<file path="src/rtl/tp_accel_arbiter.sv">
// tp_accel_arbiter: round-robin two-requester arbiter with session lock and response routing for the transpose accelerator
module tp_accel_arbiter #(
  parameter int         LOCK_TO = 64,
  parameter logic [6:0] OPC_ACC = 7'b0110011,
  parameter logic [6:0] F7_ACC  = 7'b0000001
) (
  input  logic             clk,
  input  logic             rst,
  input  logic [1:0]       req_valid,
  output logic [1:0]       req_ready,
  input  logic [1:0][31:0] req_instr,
  input  logic [1:0][31:0] req_rs1,
  input  logic [1:0][31:0] req_rs2,
  input  logic [1:0][4:0]  req_rd,
  output logic [1:0]       rsp_we,
  output logic [1:0][4:0]  rsp_waddr,
  output logic [1:0][31:0] rsp_wdata,
  output logic             acc_valid,
  input  logic             acc_ready,
  output logic [31:0]      acc_instr,
  output logic [31:0]      acc_rs1,
  output logic [31:0]      acc_rs2,
  output logic [4:0]       acc_rd,
  input  logic             acc_rd_we,
  input  logic [4:0]       acc_rd_waddr,
  input  logic [31:0]      acc_rd_wdata,
  input  logic             acc_busy,
  output logic             lock_held,
  output logic             lock_owner,
  output logic             rsp_pending
);
  localparam int CW = $clog2(LOCK_TO);
  logic [1:0]    acc_cmd, is_stat, is_resp, is_lk, elig, grant;
  logic          gidx, accept, acquire, own_acc, tout_inc, rr_ptr, rsp_id;
  logic [CW-1:0] idle_cnt;
  // funct3 values 1xx are not commands, so such words are treated as plain
  for (genvar i = 0; i < 2; i++) begin : g_dec
    assign acc_cmd[i] = req_instr[i][6:0] == OPC_ACC && req_instr[i][31:25] == F7_ACC && !req_instr[i][14];
    assign is_stat[i] = acc_cmd[i] && req_instr[i][13:12] == 2'b10;
    assign is_resp[i] = acc_cmd[i] && req_instr[i][13];
    assign is_lk[i]   = acc_cmd[i] && !req_instr[i][13];
    assign elig[i]    = req_valid[i] && acc_ready && !rsp_pending &&
                        (!lock_held || lock_owner == 1'(i) || is_stat[i] || !acc_cmd[i]);
  end
  assign grant     = &elig ? (rr_ptr ? 2'b10 : 2'b01) : elig;
  assign gidx      = grant[1];
  assign accept    = |grant;
  assign req_ready = grant;
  assign acc_valid = accept;
  assign acc_instr = accept ? req_instr[gidx] : '0;
  assign acc_rs1   = accept ? req_rs1[gidx] : '0;
  assign acc_rs2   = accept ? req_rs2[gidx] : '0;
  assign acc_rd    = accept ? req_rd[gidx] : '0;
  assign acquire   = accept && !lock_held && is_lk[gidx];
  assign own_acc   = accept && lock_held && gidx == lock_owner && acc_cmd[gidx];
  assign tout_inc  = lock_held && idle_cnt == CW'(LOCK_TO - 1) && !own_acc && !acc_busy;
  always_comb begin
    rsp_we    = '0;
    rsp_waddr = '0;
    rsp_wdata = '0;
    if (rsp_pending) begin
      rsp_we[rsp_id]    = acc_rd_we;
      rsp_waddr[rsp_id] = acc_rd_waddr;
      rsp_wdata[rsp_id] = acc_rd_wdata;
    end
  end
  always_ff @(posedge clk) begin
    if (rst) begin
      rr_ptr      <= 1'b0;
      lock_held   <= 1'b0;
      lock_owner  <= 1'b0;
      idle_cnt    <= '0;
      rsp_pending <= 1'b0;
      rsp_id      <= 1'b0;
    end else begin
      if (accept) rr_ptr <= ~gidx;
      if (acquire) begin
        lock_held  <= 1'b1;
        lock_owner <= gidx;
      end else if (tout_inc) lock_held <= 1'b0;
      idle_cnt <= (acquire || own_acc || acc_busy || tout_inc) ? '0 :
                  lock_held ? idle_cnt + CW'(1) : idle_cnt;
      if (accept && is_resp[gidx]) begin
        rsp_pending <= 1'b1;
        rsp_id      <= gidx;
      end else if (acc_rd_we) rsp_pending <= 1'b0;
    end
  end
endmodule

</file>
<file path="config.mk">
export PLATFORM = sky130hd
export DESIGN_NAME = tp_accel_arbiter
export DESIGN_NICKNAME = d
export VERILOG_FILES = /design/src/rtl/tp_accel_arbiter.sv
export SDC_FILE = /design/constraint.sdc
export NUM_CORES = 1
export LEC_CHECK = 0
export CAP_MARGIN = 20
export CORE_AREA = 2 2 167 169
export CTS_BUF_LIST = sky130_fd_sc_hd__clkbuf_4
export CTS_CLUSTER_SIZE = 25
export DETAILED_ROUTE_END_ITERATION = 6
export DIE_AREA = 0 0 169 171
export PLACE_DENSITY_LB_ADDON = 0.08
export SYNTH_ARGS = -nofsm -noshare
export SYNTH_HDL_FRONTEND = slang
export SYNTH_SLANG_ARGS = --single-unit
</file>
<file path="constraint.sdc">
create_clock -name clk -period 4.85 [get_ports clk]
set_input_delay 1.455 -clock clk [delete_from_list [all_inputs] [get_ports clk]]
set_output_delay 1.455 -clock clk [all_outputs]
set_load 0.02 [all_outputs]
</file>
Word level (Yosys, flattened, before mapping)

Cells that the tools add are included.

Bits in registers: 11
Input bits: 246
Output and inout bits: 183
Logic and storage cells: 106

$add $sub $neg: 1
Magnitude comparators: 3
Equality and inequality tests: 8
Multiplexer cells: 33
Bitwise gates (word level): 5
Reduce and logical (&&, ||, !) cells: 50

Operators by type and width:

| operator              | count |
|---|---|
| $mux W32              | 10 |
| $and A64 B64 Y64      | 1 |
| $mux W64              | 1 |
| $demux W32 S1         | 1 |
| $logic_and A1 B1 Y1   | 26 |
| $mux W5               | 4 |
| $eq A7 B1 Y1 const B  | 2 |
| $eq A7 B6 Y1 const B  | 2 |
| $mux W1               | 11 |
| $and A10 B10 Y10      | 1 |
| $logic_not A1 Y1      | 10 |
| $mux W10              | 1 |
| $logic_or A1 B1 Y1    | 9 |
| $add A6 B1 Y6 const B | 1 |
| $eq A6 B6 Y1 const B  | 1 |
| $mux W2               | 3 |
| $demux W5 S1          | 1 |
| $eq A2 B2 Y1 const B  | 2 |
| $lt A1 B2 Y1 const B  | 2 |
| $reduce_bool A2 Y1    | 2 |
| $reduce_or A2 Y1      | 2 |
| $and A2 B2 Y2         | 1 |
| $not A1 Y1            | 2 |
| $reduce_and A2 Y1     | 1 |
| 3 further kinds       | 3 |

Logic depth before layout (Yosys ltp)

Depth after elaboration: 18
Depth in mapped cells: 11
Gate-level depth less buffers: 7

Worst setup path after synthesis

No wires, ideal clock.

Kind: input-to-output
From: in req_instr[60] (netlist bit)
To: out acc_instr[12]
Data arrival time: 3.274 ns
Required time: 3.395 ns
Path slack: 0.121 ns
Stages: 8
Buffers on the path: 2
Cell sequence: nor4_1 nand4_1 o311a_1 o21ai_2 inv_2 buf_6 buf_6 o31ai_1

Cells in the longest elaborated chain, start to end: 12
Elaborated cells between the ends (all ways): 14
Those cells by class: eq/ne: 1; mux: 4; reduce/logical: 9

RTL lines:

| what                                         | line | text |
|---|---|---|
| start: declaration                           | 11   | `input logic [1:0][31:0] req_instr,` |
| $eq A7 B1 Y1 (*)                             | 38   | `assign acc_cmd[i] = req_instr[i][6:0] == OPC_ACC && req_instr[i][31:25] == F7_ACC && !req_instr[i][14];` |
| $logic_and A1 B1 Y1 (*) (2 in series)        | 38   |  |
| $logic_and A1 B1 Y1                          | 39   | `assign is_stat[i] = acc_cmd[i] && req_instr[i][13:12] == 2'b10;` |
| $logic_or A1 B1 Y1                           | 43   | `(!lock_held \|\| lock_owner == 1'(i) \|\| is_stat[i] \|\| !acc_cmd[i]);` |
| $logic_or A1 B1 Y1 (*)                       | 43   |  |
| $logic_and A1 B1 Y1 (*)                      | 42   | `assign elig[i] = req_valid[i] && acc_ready && !rsp_pending &&` |
| $reduce_and A2 Y1                            | 45   | `assign grant = &elig ? (rr_ptr ? 2'b10 : 2'b01) : elig;` |
| $mux W2 (*)                                  | 45   |  |
| $mux W32 (not written as such) (2 in series) | 50   | `assign acc_instr = accept ? req_instr[gidx] : '0;` |
| $mux W32 (*)                                 | 50   |  |
| end: declaration                             | 20   | `output logic [31:0] acc_instr,` |

Every way passes the cells marked *; elsewhere a longest branch is shown, timed or not. The select of a mux whose other input is x is not followed.

Worst setup path in the final report

From: in req_instr[35] (netlist bit)
To: out acc_rs1[3]

Cells in the longest elaborated chain, start to end: 12
Elaborated cells between the ends (all ways): 14
Those cells by class: eq/ne: 1; mux: 4; reduce/logical: 9

RTL lines:

| what                                         | line | text |
|---|---|---|
| $eq A7 B6 Y1 (*)                             | 38   |  |
| $logic_and A1 B1 Y1 (*) (2 in series)        | 38   |  |
| $logic_and A1 B1 Y1                          | 39   |  |
| $logic_or A1 B1 Y1                           | 43   |  |
| $logic_or A1 B1 Y1 (*)                       | 43   |  |
| $logic_and A1 B1 Y1 (*)                      | 42   |  |
| $reduce_and A2 Y1                            | 45   |  |
| $mux W2 (*)                                  | 45   |  |
| $mux W32 (not written as such) (2 in series) | 51   | `assign acc_rs1 = accept ? req_rs1[gidx] : '0;` |
| $mux W32 (*)                                 | 51   |  |
| end: declaration                             | 21   | `output logic [31:0] acc_rs1,` |

Marked as above.

==> results by group <==
Synth
  – Cell Area, Synth: 0.00269 mm2
  – Mean post-synth cell area: 5.32 um2
  – Synthesized Nets: 753
  – Warnings, synthesis: 0
  – Post-synth EDFFs: 0
  – Synth unique cells: 39
  – Ys flop type: dfxtp_1
  – Number of synthesized register bits: 11
  – Sequential share of the synthesized area: 8.18%
  – Synth async-reset ratio: 0%
  – Post-Synthesis Cells: 506

Routing
  – Drt via density: 3.87
  – DR WL met3: 1.27 mm
  – Post-DRT Antenna Nets: 0
  – WL/cell: 16.8 um
  – Routed WL: 22.1 mm
  – Highest metal used: met4
  – Met1 wire length: 8.93 mm
  – DRC errors left: 0
  – Met2 WL post-DR: 11.6 mm
  – DRT Pass-1 Iters: 4
  – Via count: 5092
  – Starting DRT DRC Count: 170

Setup path
  – CP Launch Type: input port
  – R2r setup slk: 2.89 ns
  – CP Data Required Time: 3.39 ns
  – Crit. End Element: output pin
  – Worst-path maximum fanout: 7
  – Crit path arrival time: 3.38 ns
  – Worst R2R Path Depth: 9
  – Setup CP Type: in -> out

Power
  – Int Pwr: 0.000480 W
  – Final Power: 0.000793 W
  – Static Leak: 3.60 nW
  – Combinational fraction of design power: 80.2%
  – Sw Ratio: 39.4%
  – Clk pwr share: 8.3%
  – Total power divided by cell area: 94.6 mW/mm2
  – NetSw: 0.000312 W
  – VDD IR-drop max: 0.0673 mV
  – Sequential share of power: 11.6%

Floorplanning
  – Die extent in x: 169 um
  – Initial Util: 9.85%
  – Die Height: 171 um
  – Top Ports: 429
  – Core area: 0.0273 mm2
  – Row count: 61
  – Die area: 0.0289 mm2

Timing
  – Fmax: 0.207 GHz
  – Setup TNS: 0 ns
  – Final setup viols: 0
  – Crit path time final: 4.83 ns
  – Setup Skew: 0.00322 ns
  – Slew Viols, Final: 0
  – Hold Slack: 0.527 ns
  – Post-route clock period utilization: 99.7%
  – Fin. Hold Viols: 0
  – RSZ-0062 raised after global routing: yes
  – Slew HR: 65.2%
  – Setup ws final: 0.0164 ns
  – Worst Max-Slew Pin Slew: 0.521 ns

Clocking
  – Clock tree sinks: 11
  – Clock root buffer: clkbuf_4
  – Clock Tree Buf Depth: 2
  – CTS tree: done
  – CTS HTree Levels: 1
  – TritonCTS Buffers: 3
  – Worst skew pair latency: 0.27 ns
  – CTS clk-pin slew, worst paths: 0.08 ns
  – Post-CTS Hold Fix Bufs: 0

GRT
  – Gr usage total: 13.6%
  – Antenna violations before repair: 1
  – First-pass GRT wire length: 30.4 mm
  – Vias in the first global route: 4772
  – Largest net degree at the start of global routing: 42
  – Gr ovfl total: 0

Place
  – Port Buffer Count: 428
  – Final GP Congestion: 0.743
  – Dpl ws: -1.17 ns
  – Placed wire-length estimate: 17.0 mm
  – Dpl cell area: 0.00764 mm2

Cells and area
  – Final Instance Area: 0.00838 mm2
  – Fin nets: 1217
  – Most common cell after layout, fill and taps aside: clkdlybuf4s50_1
  – Share of cells above drive strength 1: 29.0%
  – Most frequent cells in the layout: clkdlybuf4s50_1 (294), nand2_1 (185), buf_4 (86)
  – Area grow syn2layout: 211%

Run
  – Max-Cap Viols: 0

Worst hold path
  – Hold Crit Depth: 2
  – Worst min path class: reg -> reg

Outcome
  – Outcome: complete, no violations
[routing by layer]
layer	track usage [%]	vias up
li1	-	2626
met1	17.0	2276
met2	25.3	176
met3	2.45	14
met4	1.11	0
met5	0	-
[per-stage QoR]
stage / util (%) / instances
finish: 30.7 / 1316
global route: 30.7 / 1316
CTS: 28.4 / 1310
detailed placement: 28.0 / 1285
global placement: 28.0 / 1285
floorplan: - / 506
[cell families (layout without fill, tap and decap cells)]
group,after synthesis,count (layout),share of synthesized area (%)
AO/OA/AOI/OAI,123,123,24.9
XOR/XNOR,5,5,1.63
adder cells (fa/ha/maj),1,1,0.465
other,0,1,0
buffers and inverters,52,515,10.8
flip-flops,11,11,8.18
AND/OR/NAND/NOR,312,312,53.3
multiplexers,2,2,0.744
[sequential cells by signal, summed over array words and instances (netlist names)]
signal,count
rsp_pending,1
rsp_id,1
lock_held,1
idle_cnt,6
rr_ptr,1
lock_owner,1
[final timing paths]
kind	from	endpoint
worst max-delay path	req_instr[35]	acc_rs1[3]
worst min-delay path	idle_cnt[5]	idle_cnt[5]
worst max register to register	lock_held	idle_cnt[2]
worst min register to register	idle_cnt[5]	idle_cnt[5]
[cells in the mapped netlist (4+ instances only)]
master	number	area, um2
a21oi_1	7	35.0
clkbuf_1	25	93.8
nand2_1	205	769
o21ai_0	9	45.0
nor2_1	12	45.0
clkbuf_2	6	30.0
and3_1	38	238
and2_1	38	238
inv_1	5	18.8
buf_2	4	20.0
a211oi_1	4	30.0
buf_6	11	124
dfxtp_1	11	220
o21ai_1	92	460
[area by class of cell]
class                           count  area (um2)
Clock buffer                        3        22.5
Multi-Input combinational cell    443        2690
Clock inverter                      1        5.00
Sequential cell                    11         220
Antenna cell                        1        2.50
Inverter                            6        48.8
Fill cell                        3019       18900
Timing Repair inverter              3        38.8
Tap cell                          346         433
Timing Repair Buffer              502        4920
[worst max-delay path: stages]
cell and delay [ns]:
buf_2 0.13, and4bb_2 0.29, nand4_1 0.15, o311a_1 0.42
o21ai_4 0.12, bufinv_16 0.23, buf_8 0.13, clkbuf_16 0.17
o21ai_4 0.14, buf_6 0.13
[timing repair]
item,CTS,global route
gates cloned,8,4
pin swaps,14,38
endpoints found under the setup margin,104,100
gates resized for setup,571,159
buffers inserted,14,2
[power by group through the flow]
stage | Clock, W | Sequential (W) | Combinational, W
2_1_floorplan | 0 | 0.0000935 | 0.000187
3_3_place_gp | 0 | 0.0000937 | 0.000570
3_5_place_dp | 0 | 0.0000937 | 0.000566
4_1_cts | 0.0000683 | 0.0000918 | 0.000578
5_1_grt | 0.0000748 | 0.0000920 | 0.000681
6_report | 0.0000654 | 0.0000918 | 0.000635
No activity file was read; power rests on OpenSTA's default activity.
